$ cat src/rtl/instr_fetch_stage_if.sv
// Fetch-stage bus: instruction-memory request/response, branch redirect and
// the decoded-instruction handoff towards control_unit.
interface instr_fetch_stage_if;
    logic        imem_req_valid;
    logic        imem_req_ready;
    logic [31:0] imem_req_addr;
    logic        imem_rsp_valid;
    logic [31:0] imem_rsp_data;
    logic        branch_taken;
    logic [31:0] branch_target;
    logic        inst_valid;
    logic        inst_ready;
    logic [31:0] inst;
    logic [31:0] inst_pc;
    logic [6:0]  op;

    modport master (
        output imem_req_valid, imem_req_addr, inst_valid, inst, inst_pc, op,
        input  imem_req_ready, imem_rsp_valid, imem_rsp_data,
               branch_taken, branch_target, inst_ready
    );

    modport slave (
        input  imem_req_valid, imem_req_addr, inst_valid, inst, inst_pc, op,
        output imem_req_ready, imem_rsp_valid, imem_rsp_data,
               branch_taken, branch_target, inst_ready
    );
endinterface

$ cat src/rtl/instr_fetch_stage.sv
// Instruction fetch: owns the PC, issues credit-limited in-order word requests,
// buffers tagged responses and drops stale ones after a branch redirect.
module instr_fetch_stage #(
    parameter logic [31:0] RESET_PC = 32'h0000_0000,
    parameter int          DEPTH    = 2
) (
    input  logic               clk,
    input  logic               rst,
    instr_fetch_stage_if.master bus
);

    localparam int PTR_W = $clog2(DEPTH);
    localparam int CNT_W = $clog2(DEPTH + 1);
    localparam int DIS_W = $clog2(2 * DEPTH + 1);

    typedef logic [PTR_W-1:0] ptr_t;
    typedef logic [CNT_W-1:0] cnt_t;
    typedef logic [DIS_W-1:0] dis_t;

    logic [31:0] pc_q, pc_d;
    logic [31:0] fifo_pc_q   [DEPTH];
    logic [31:0] fifo_pc_d   [DEPTH];
    logic [31:0] fifo_inst_q [DEPTH];
    logic [31:0] fifo_inst_d [DEPTH];
    logic [31:0] pcq_q       [DEPTH];
    logic [31:0] pcq_d       [DEPTH];
    ptr_t        head_q, head_d, tail_q, tail_d;
    ptr_t        pcq_head_q, pcq_head_d, pcq_tail_q, pcq_tail_d;
    cnt_t        count_q, count_d;
    cnt_t        live_q, live_d;
    dis_t        discard_q, discard_d;

    logic        inst_valid_w;
    logic        req_valid_w;
    logic        accept, pop, rsp_drop, rsp_keep, rsp_owned;
    logic [31:0] inst_w;
    logic        unused_target_lsbs;

    function automatic ptr_t ptr_inc(ptr_t p);
        return (p == ptr_t'(DEPTH - 1)) ? '0 : p + 1'b1;
    endfunction

    assign inst_valid_w = (count_q != '0);
    assign req_valid_w  = !rst && !bus.branch_taken &&
                          ((int'(count_q) + int'(live_q)) < DEPTH);
    assign accept       = req_valid_w && bus.imem_req_ready;
    assign pop          = inst_valid_w && bus.inst_ready;
    assign rsp_owned    = bus.imem_rsp_valid && (discard_q != '0 || live_q != '0);
    assign rsp_drop     = bus.imem_rsp_valid && (discard_q != '0);
    // Responses are owed to discarded requests first, since those were issued earlier.
    assign rsp_keep     = bus.imem_rsp_valid && (discard_q == '0) && (live_q != '0);

    assign unused_target_lsbs = ^bus.branch_target[1:0];

    // NOTE: every _d gets its _q as a default before any branch, so no latch is inferred.
    always_comb begin
        pc_d        = pc_q;
        fifo_pc_d   = fifo_pc_q;
        fifo_inst_d = fifo_inst_q;
        pcq_d       = pcq_q;
        head_d      = head_q;
        tail_d      = tail_q;
        pcq_head_d  = pcq_head_q;
        pcq_tail_d  = pcq_tail_q;
        count_d     = count_q;
        live_d      = live_q;
        discard_d   = discard_q;

        if (bus.branch_taken) begin
            pc_d       = {bus.branch_target[31:2], 2'b00};
            head_d     = '0;
            tail_d     = '0;
            pcq_head_d = '0;
            pcq_tail_d = '0;
            count_d    = '0;
            live_d     = '0;
            discard_d  = discard_q + dis_t'(live_q) - dis_t'(rsp_owned);
        end else begin
            if (accept) begin
                pc_d              = pc_q + 32'd4;
                pcq_d[pcq_tail_q] = pc_q;
                pcq_tail_d        = ptr_inc(pcq_tail_q);
            end
            if (rsp_drop) begin
                discard_d = discard_q - 1'b1;
            end
            if (rsp_keep) begin
                fifo_pc_d[tail_q]   = pcq_q[pcq_head_q];
                fifo_inst_d[tail_q] = bus.imem_rsp_data;
                tail_d              = ptr_inc(tail_q);
                pcq_head_d          = ptr_inc(pcq_head_q);
            end
            if (pop) begin
                head_d = ptr_inc(head_q);
            end
            live_d  = live_q + cnt_t'(accept) - cnt_t'(rsp_keep);
            count_d = count_q + cnt_t'(rsp_keep) - cnt_t'(pop);
        end
    end

    always_ff @(posedge clk) begin
        if (rst) begin
            pc_q       <= RESET_PC;
            head_q     <= '0;
            tail_q     <= '0;
            pcq_head_q <= '0;
            pcq_tail_q <= '0;
            count_q    <= '0;
            live_q     <= '0;
            discard_q  <= '0;
        end else begin
            pc_q       <= pc_d;
            head_q     <= head_d;
            tail_q     <= tail_d;
            pcq_head_q <= pcq_head_d;
            pcq_tail_q <= pcq_tail_d;
            count_q    <= count_d;
            live_q     <= live_d;
            discard_q  <= discard_d;
        end
    end

    // NOTE: storage arrays are not reset; entries are only read when count/live mark them valid.
    always_ff @(posedge clk) begin
        fifo_pc_q   <= fifo_pc_d;
        fifo_inst_q <= fifo_inst_d;
        pcq_q       <= pcq_d;
    end

    assign inst_w             = inst_valid_w ? fifo_inst_q[head_q] : '0;
    assign bus.imem_req_valid = req_valid_w;
    assign bus.imem_req_addr  = pc_q;
    assign bus.inst_valid     = inst_valid_w;
    assign bus.inst           = inst_w;
    assign bus.inst_pc        = inst_valid_w ? fifo_pc_q[head_q] : '0;
    assign bus.op             = inst_w[6:0];

    a_rsp_has_owner: assert property (@(posedge clk) disable iff (rst)
        bus.imem_rsp_valid |-> (live_q != '0 || discard_q != '0));

endmodule

$ cat src/flat_wrapper.sv
// flat-port wrapper written by rule: the top's interface ports become plain ports
module instr_fetch_stage_flat 
#(
    parameter logic [31:0] RESET_PC = 32'h0000_0000,
    parameter int          DEPTH    = 2
)
  (clk, rst, bus_imem_req_valid, bus_imem_req_addr, bus_inst_valid, bus_inst, bus_inst_pc, bus_op, bus_imem_req_ready, bus_imem_rsp_valid, bus_imem_rsp_data, bus_branch_taken, bus_branch_target, bus_inst_ready);
  instr_fetch_stage_if bus_i ();
  input  logic clk;
  input  logic rst;
  output wire logic [$bits(bus_i.imem_req_valid)-1:0] bus_imem_req_valid;
  output wire logic [$bits(bus_i.imem_req_addr)-1:0] bus_imem_req_addr;
  output wire logic [$bits(bus_i.inst_valid)-1:0] bus_inst_valid;
  output wire logic [$bits(bus_i.inst)-1:0] bus_inst;
  output wire logic [$bits(bus_i.inst_pc)-1:0] bus_inst_pc;
  output wire logic [$bits(bus_i.op)-1:0] bus_op;
  input wire logic [$bits(bus_i.imem_req_ready)-1:0] bus_imem_req_ready;
  input wire logic [$bits(bus_i.imem_rsp_valid)-1:0] bus_imem_rsp_valid;
  input wire logic [$bits(bus_i.imem_rsp_data)-1:0] bus_imem_rsp_data;
  input wire logic [$bits(bus_i.branch_taken)-1:0] bus_branch_taken;
  input wire logic [$bits(bus_i.branch_target)-1:0] bus_branch_target;
  input wire logic [$bits(bus_i.inst_ready)-1:0] bus_inst_ready;
  assign bus_imem_req_valid = bus_i.imem_req_valid;
  assign bus_imem_req_addr = bus_i.imem_req_addr;
  assign bus_inst_valid = bus_i.inst_valid;
  assign bus_inst = bus_i.inst;
  assign bus_inst_pc = bus_i.inst_pc;
  assign bus_op = bus_i.op;
  assign bus_i.imem_req_ready = bus_imem_req_ready;
  assign bus_i.imem_rsp_valid = bus_imem_rsp_valid;
  assign bus_i.imem_rsp_data = bus_imem_rsp_data;
  assign bus_i.branch_taken = bus_branch_taken;
  assign bus_i.branch_target = bus_branch_target;
  assign bus_i.inst_ready = bus_inst_ready;
  instr_fetch_stage #(.RESET_PC(RESET_PC), .DEPTH(DEPTH)) u_core (.clk(clk), .rst(rst), .bus(bus_i));
endmodule
$ cat config.mk
export PLATFORM = sky130hd
export DESIGN_NAME = instr_fetch_stage_flat
export DESIGN_NICKNAME = d
export VERILOG_FILES = /design/src/rtl/instr_fetch_stage_if.sv /design/src/rtl/instr_fetch_stage.sv /design/src/flat_wrapper.sv
export SDC_FILE = /design/constraint.sdc
export NUM_CORES = 1
export LEC_CHECK = 0
export BUFFER_PORTS_ARGS = -buffer_cell sky130_fd_sc_hd__buf_2
export CAP_MARGIN = 20
export CORE_ASPECT_RATIO = 0.6
export CORE_UTILIZATION = 60
export DETAILED_ROUTE_END_ITERATION = 8
export PLACE_DENSITY = 0.95
export SETUP_SLACK_MARGIN = 0.4
export SLEW_MARGIN = 25
export SYNTH_ARGS = -nofsm -noshare
export SYNTH_HDL_FRONTEND = slang
export SYNTH_SLANG_ARGS = --single-unit
export TNS_END_PERCENT = 1
$ cat constraint.sdc
create_clock -name clk -period 12.4 [get_ports clk]
set_input_delay 2.48 -clock clk [delete_from_list [all_inputs] [get_ports clk]]
set_output_delay 2.48 -clock clk [all_outputs]
set_load 0.01 [all_outputs]
==> flow_metrics.tcl <==
set metrics [dict create \
    slew_headroom_pct 41.1 \
    grtUsageTotal_pct 24.5 \
    cp-start-kind "primary input" \
    n_antenna_cell 0 \
    vias_per_cell 5.72 \
    cts_tree "done" \
    power.leakage_nw 4.08 \
    antenna_found_initial 0 \
    clkTransAtPathRegs_ns 0.07 \
    final_common_cell "edfxtp_1" \
    power_density_mw_per_mm2 142 \
    drt-initial-drc-count 537 \
    rows 34 \
    n_fill_cell 943 \
    hold_viol_final 0 \
    finalMaxSlewViolations 0 \
    grt-ovfl-total 0 \
    grt_setup_unrepaired "false" \
    ant_nets 0 \
    ys_warn_count 0 \
    slowest_stage "buf_2" \
    yosysSeqAreaShare_pct 67.9 \
    cts_resized 0 \
    layout_common_cells "edfxtp_1, buf_2, nor2_1" \
    min_period_ns 6.28 \
    endpoint_kind "output port" \
    place_area_sq_mm 0.0103 \
    drive_gt1_share_pct 30.9 \
    worst_path_most_repeated_cell "buf_2" \
    crit_start "rst" \
    max_stage_delay_ns 0.56 \
    fin_cells 1031 \
    gp_congestion 0.850 \
    status "complete, no violations" \
    critPathTopFamily "buffers and inverters" \
    port_buffers 168 \
    period_share_pct 50.6 \
    cts_sinks 225 \
    design_area_sq_mm 0.0110 \
    placed_cells 995 \
    numCtsBuffers 20 \
    cap_violations 0 \
    cp_max_fo 37 \
    post_cts_buffers 0 \
    peakVddDrop_mv 0.0921 \
    first_global_vias 5557 \
    worst-setup-path-type "primary input to output port" \
    design.die.area_sq_mm 0.0161 \
    synth_area_sq_mm 0.00934 \
    io-pin-count 175 \
    num_vias 5896 \
    clk_latency_ns 0.49 \
    hold_start "u_core.discard_q[2]" \
    synth_ff_type "edfxtp_1" \
    synth_edf_count 184 \
    cp.arrival_ns 3.80 \
    finalPower_w 0.00157 \
    tightest_slew_ns 0.883 \
    hold_path.class "register to register" \
    dp.final_hpwl_um 12900 \
    grt_first_pass_wirelength_um 30000 \
    syn_area_per_cell_sq_um 14.2 \
    final.setup.tns_ns 0 \
    cts-root-buf "clkbuf_16" \
    core_sq_mm 0.0148 \
    nets 901 \
    start_util_pct 62.9 \
    multi_input_area_sq_mm 0.00276 \
    wl_per_cell_um 18.8 \
    rr_startpoint "u_core.count_q[0]" \
    clock.fmax_ghz 0.159 \
    finalSetupViolCount 0 \
    cts_max_level 1 \
    cts_hold_buf 0 \
    remaining_drc_errors 0 \
    worst_ep_required_time_ns 9.92 \
    crit_chain "buf_2 -> or2_1 -> nor3_1 -> buf_2" \
    async_flop_share_pct 0 \
    syn_to_final_growth_pct 17.7 \
    whs_ns 0.525 \
    ys_ff_latch 225 \
    critPathBufInv 2 \
    synth.distinct_cells 49 \
    clock_skew_ns 0.00869 \
    first_pass_iters 7 \
    seqCellArea_sq_mm 0.00635 \
    cts_buffer_depth 3 \
    die_y_um 98.7 \
    netlist_instances 659 \
    wirelength_um 19400 \
    die_x_um 163 \
    grt_max_degree 42 \
]
-- cells in the mapped netlist, types with 3 or more instances --
| cell type | number | area (sq um) |
|---|---|---|
| a211oi_1 | 8 | 60.1 |
| a21oi_1 | 13 | 65.1 |
| a311oi_1 | 3 | 26.3 |
| a31oi_1 | 3 | 18.8 |
| and2_1 | 3 | 18.8 |
| and3_1 | 8 | 50.1 |
| and4_1 | 4 | 35.0 |
| buf_1 | 6 | 22.5 |
| buf_4 | 12 | 90.1 |
| clkbuf_1 | 21 | 78.8 |
| dfxtp_1 | 41 | 821 |
| edfxtp_1 | 184 | 5530 |
| ha_1 | 10 | 125 |
| inv_1 | 15 | 56.3 |
| mux2_2 | 31 | 349 |
| mux2i_1 | 68 | 681 |
| nand2_1 | 26 | 97.6 |
| nand3_1 | 10 | 50.1 |
| nand4_1 | 10 | 62.6 |
| nor2_1 | 99 | 372 |
| nor3_1 | 5 | 25.0 |
| nor4_1 | 3 | 18.8 |
| nor4_2 | 4 | 50.1 |
| o21ai_0 | 4 | 20.0 |
| o22ai_1 | 6 | 37.5 |
| or3_1 | 3 | 18.8 |
| xnor2_1 | 24 | 210 |
| xor2_1 | 10 | 87.6 |
-- worst paths after layout --
check,end,slack (ns),depth (start not counted)
max reg2reg,u_core.pcq_q[53],8.63,7
min,u_core.discard_q[2],0.53,2
min reg2reg,u_core.discard_q[2],0.53,2
max,bus_imem_req_valid,6.12,4
-- per-stage QoR --
step / utilization [%] / setup slack, ns
CTS: 74.1 / 6.15
finish: 74.1 / 6.12
global placement: 69.5 / 6.20
floorplan: - / 3.10
detailed placement: 69.6 / 6.15
global route: 74.1 / 6.05
-- state kept, by name, indices dropped and copies added, names as in the netlist --
signal / flops
u_core.fifo_inst_q: 64
u_core.fifo_pc_q: 60
u_core.pcq_q: 60
u_core.bus.imem_req_addr: 30
u_core.discard_q: 3
u_core.count_q: 2
u_core.live_q: 2
u_core.head_q: 1
u_core.pcq_head_q: 1
u_core.pcq_tail_q: 1
u_core.tail_q: 1
-- where the power goes --
| part | internal, W | switching (W) |
|---|---|---|
| sequential | 0.000832 | 0.0000187 |
| clock | 0.000357 | 0.000258 |
| combinational | 0.0000441 | 0.0000572 |
| total | 0.00123 | 0.000333 |
-- worst reg2reg max path, stage by stage, from the launching register on --
cell and delay, ns:
dfxtp_1 0.40, inv_1 0.09, nor2_1 0.16, fa_1 0.47, nor3b_2 0.75, nand2_1 0.41
nor2_2 0.76, buf_4 0.41
-- final cells by class --
| type | count | area share (%) |
|---|---|---|
| inverter | 15 | 0.512 |
| clock inverter | 5 | 0.478 |
| timing repair buffer | 177 | 8.44 |
| multi-input combinational | 380 | 25.1 |
| sequential | 225 | 57.8 |
| tap | 198 | 2.25 |
| clock buffer | 31 | 5.49 |
-- cell families (layout without fill, tap and decap cells) --
kind of cell,count (synthesis),in the layout,share of synthesized area (%)
simple gates,187,187,10.1
mux,99,99,11.0
flops,225,225,67.9
other cells,1,4,0.0401
buf+inv,57,228,2.88
xor+xnor,34,34,3.19
fa+ha+maj,12,12,1.77
compound gates,44,44,3.08
-- metal layers --
| layer | global-route usage [%] | wire [um] |
|---|---|---|
| met4 | 4.24 | 220 |
| met1 | 36.6 | 8280 |
| met5 | 0 | 0 |
| met2 | 38.4 | 9140 |
| met3 | 4.38 | 1780 |
No activity file was read; power rests on OpenSTA's default activity.
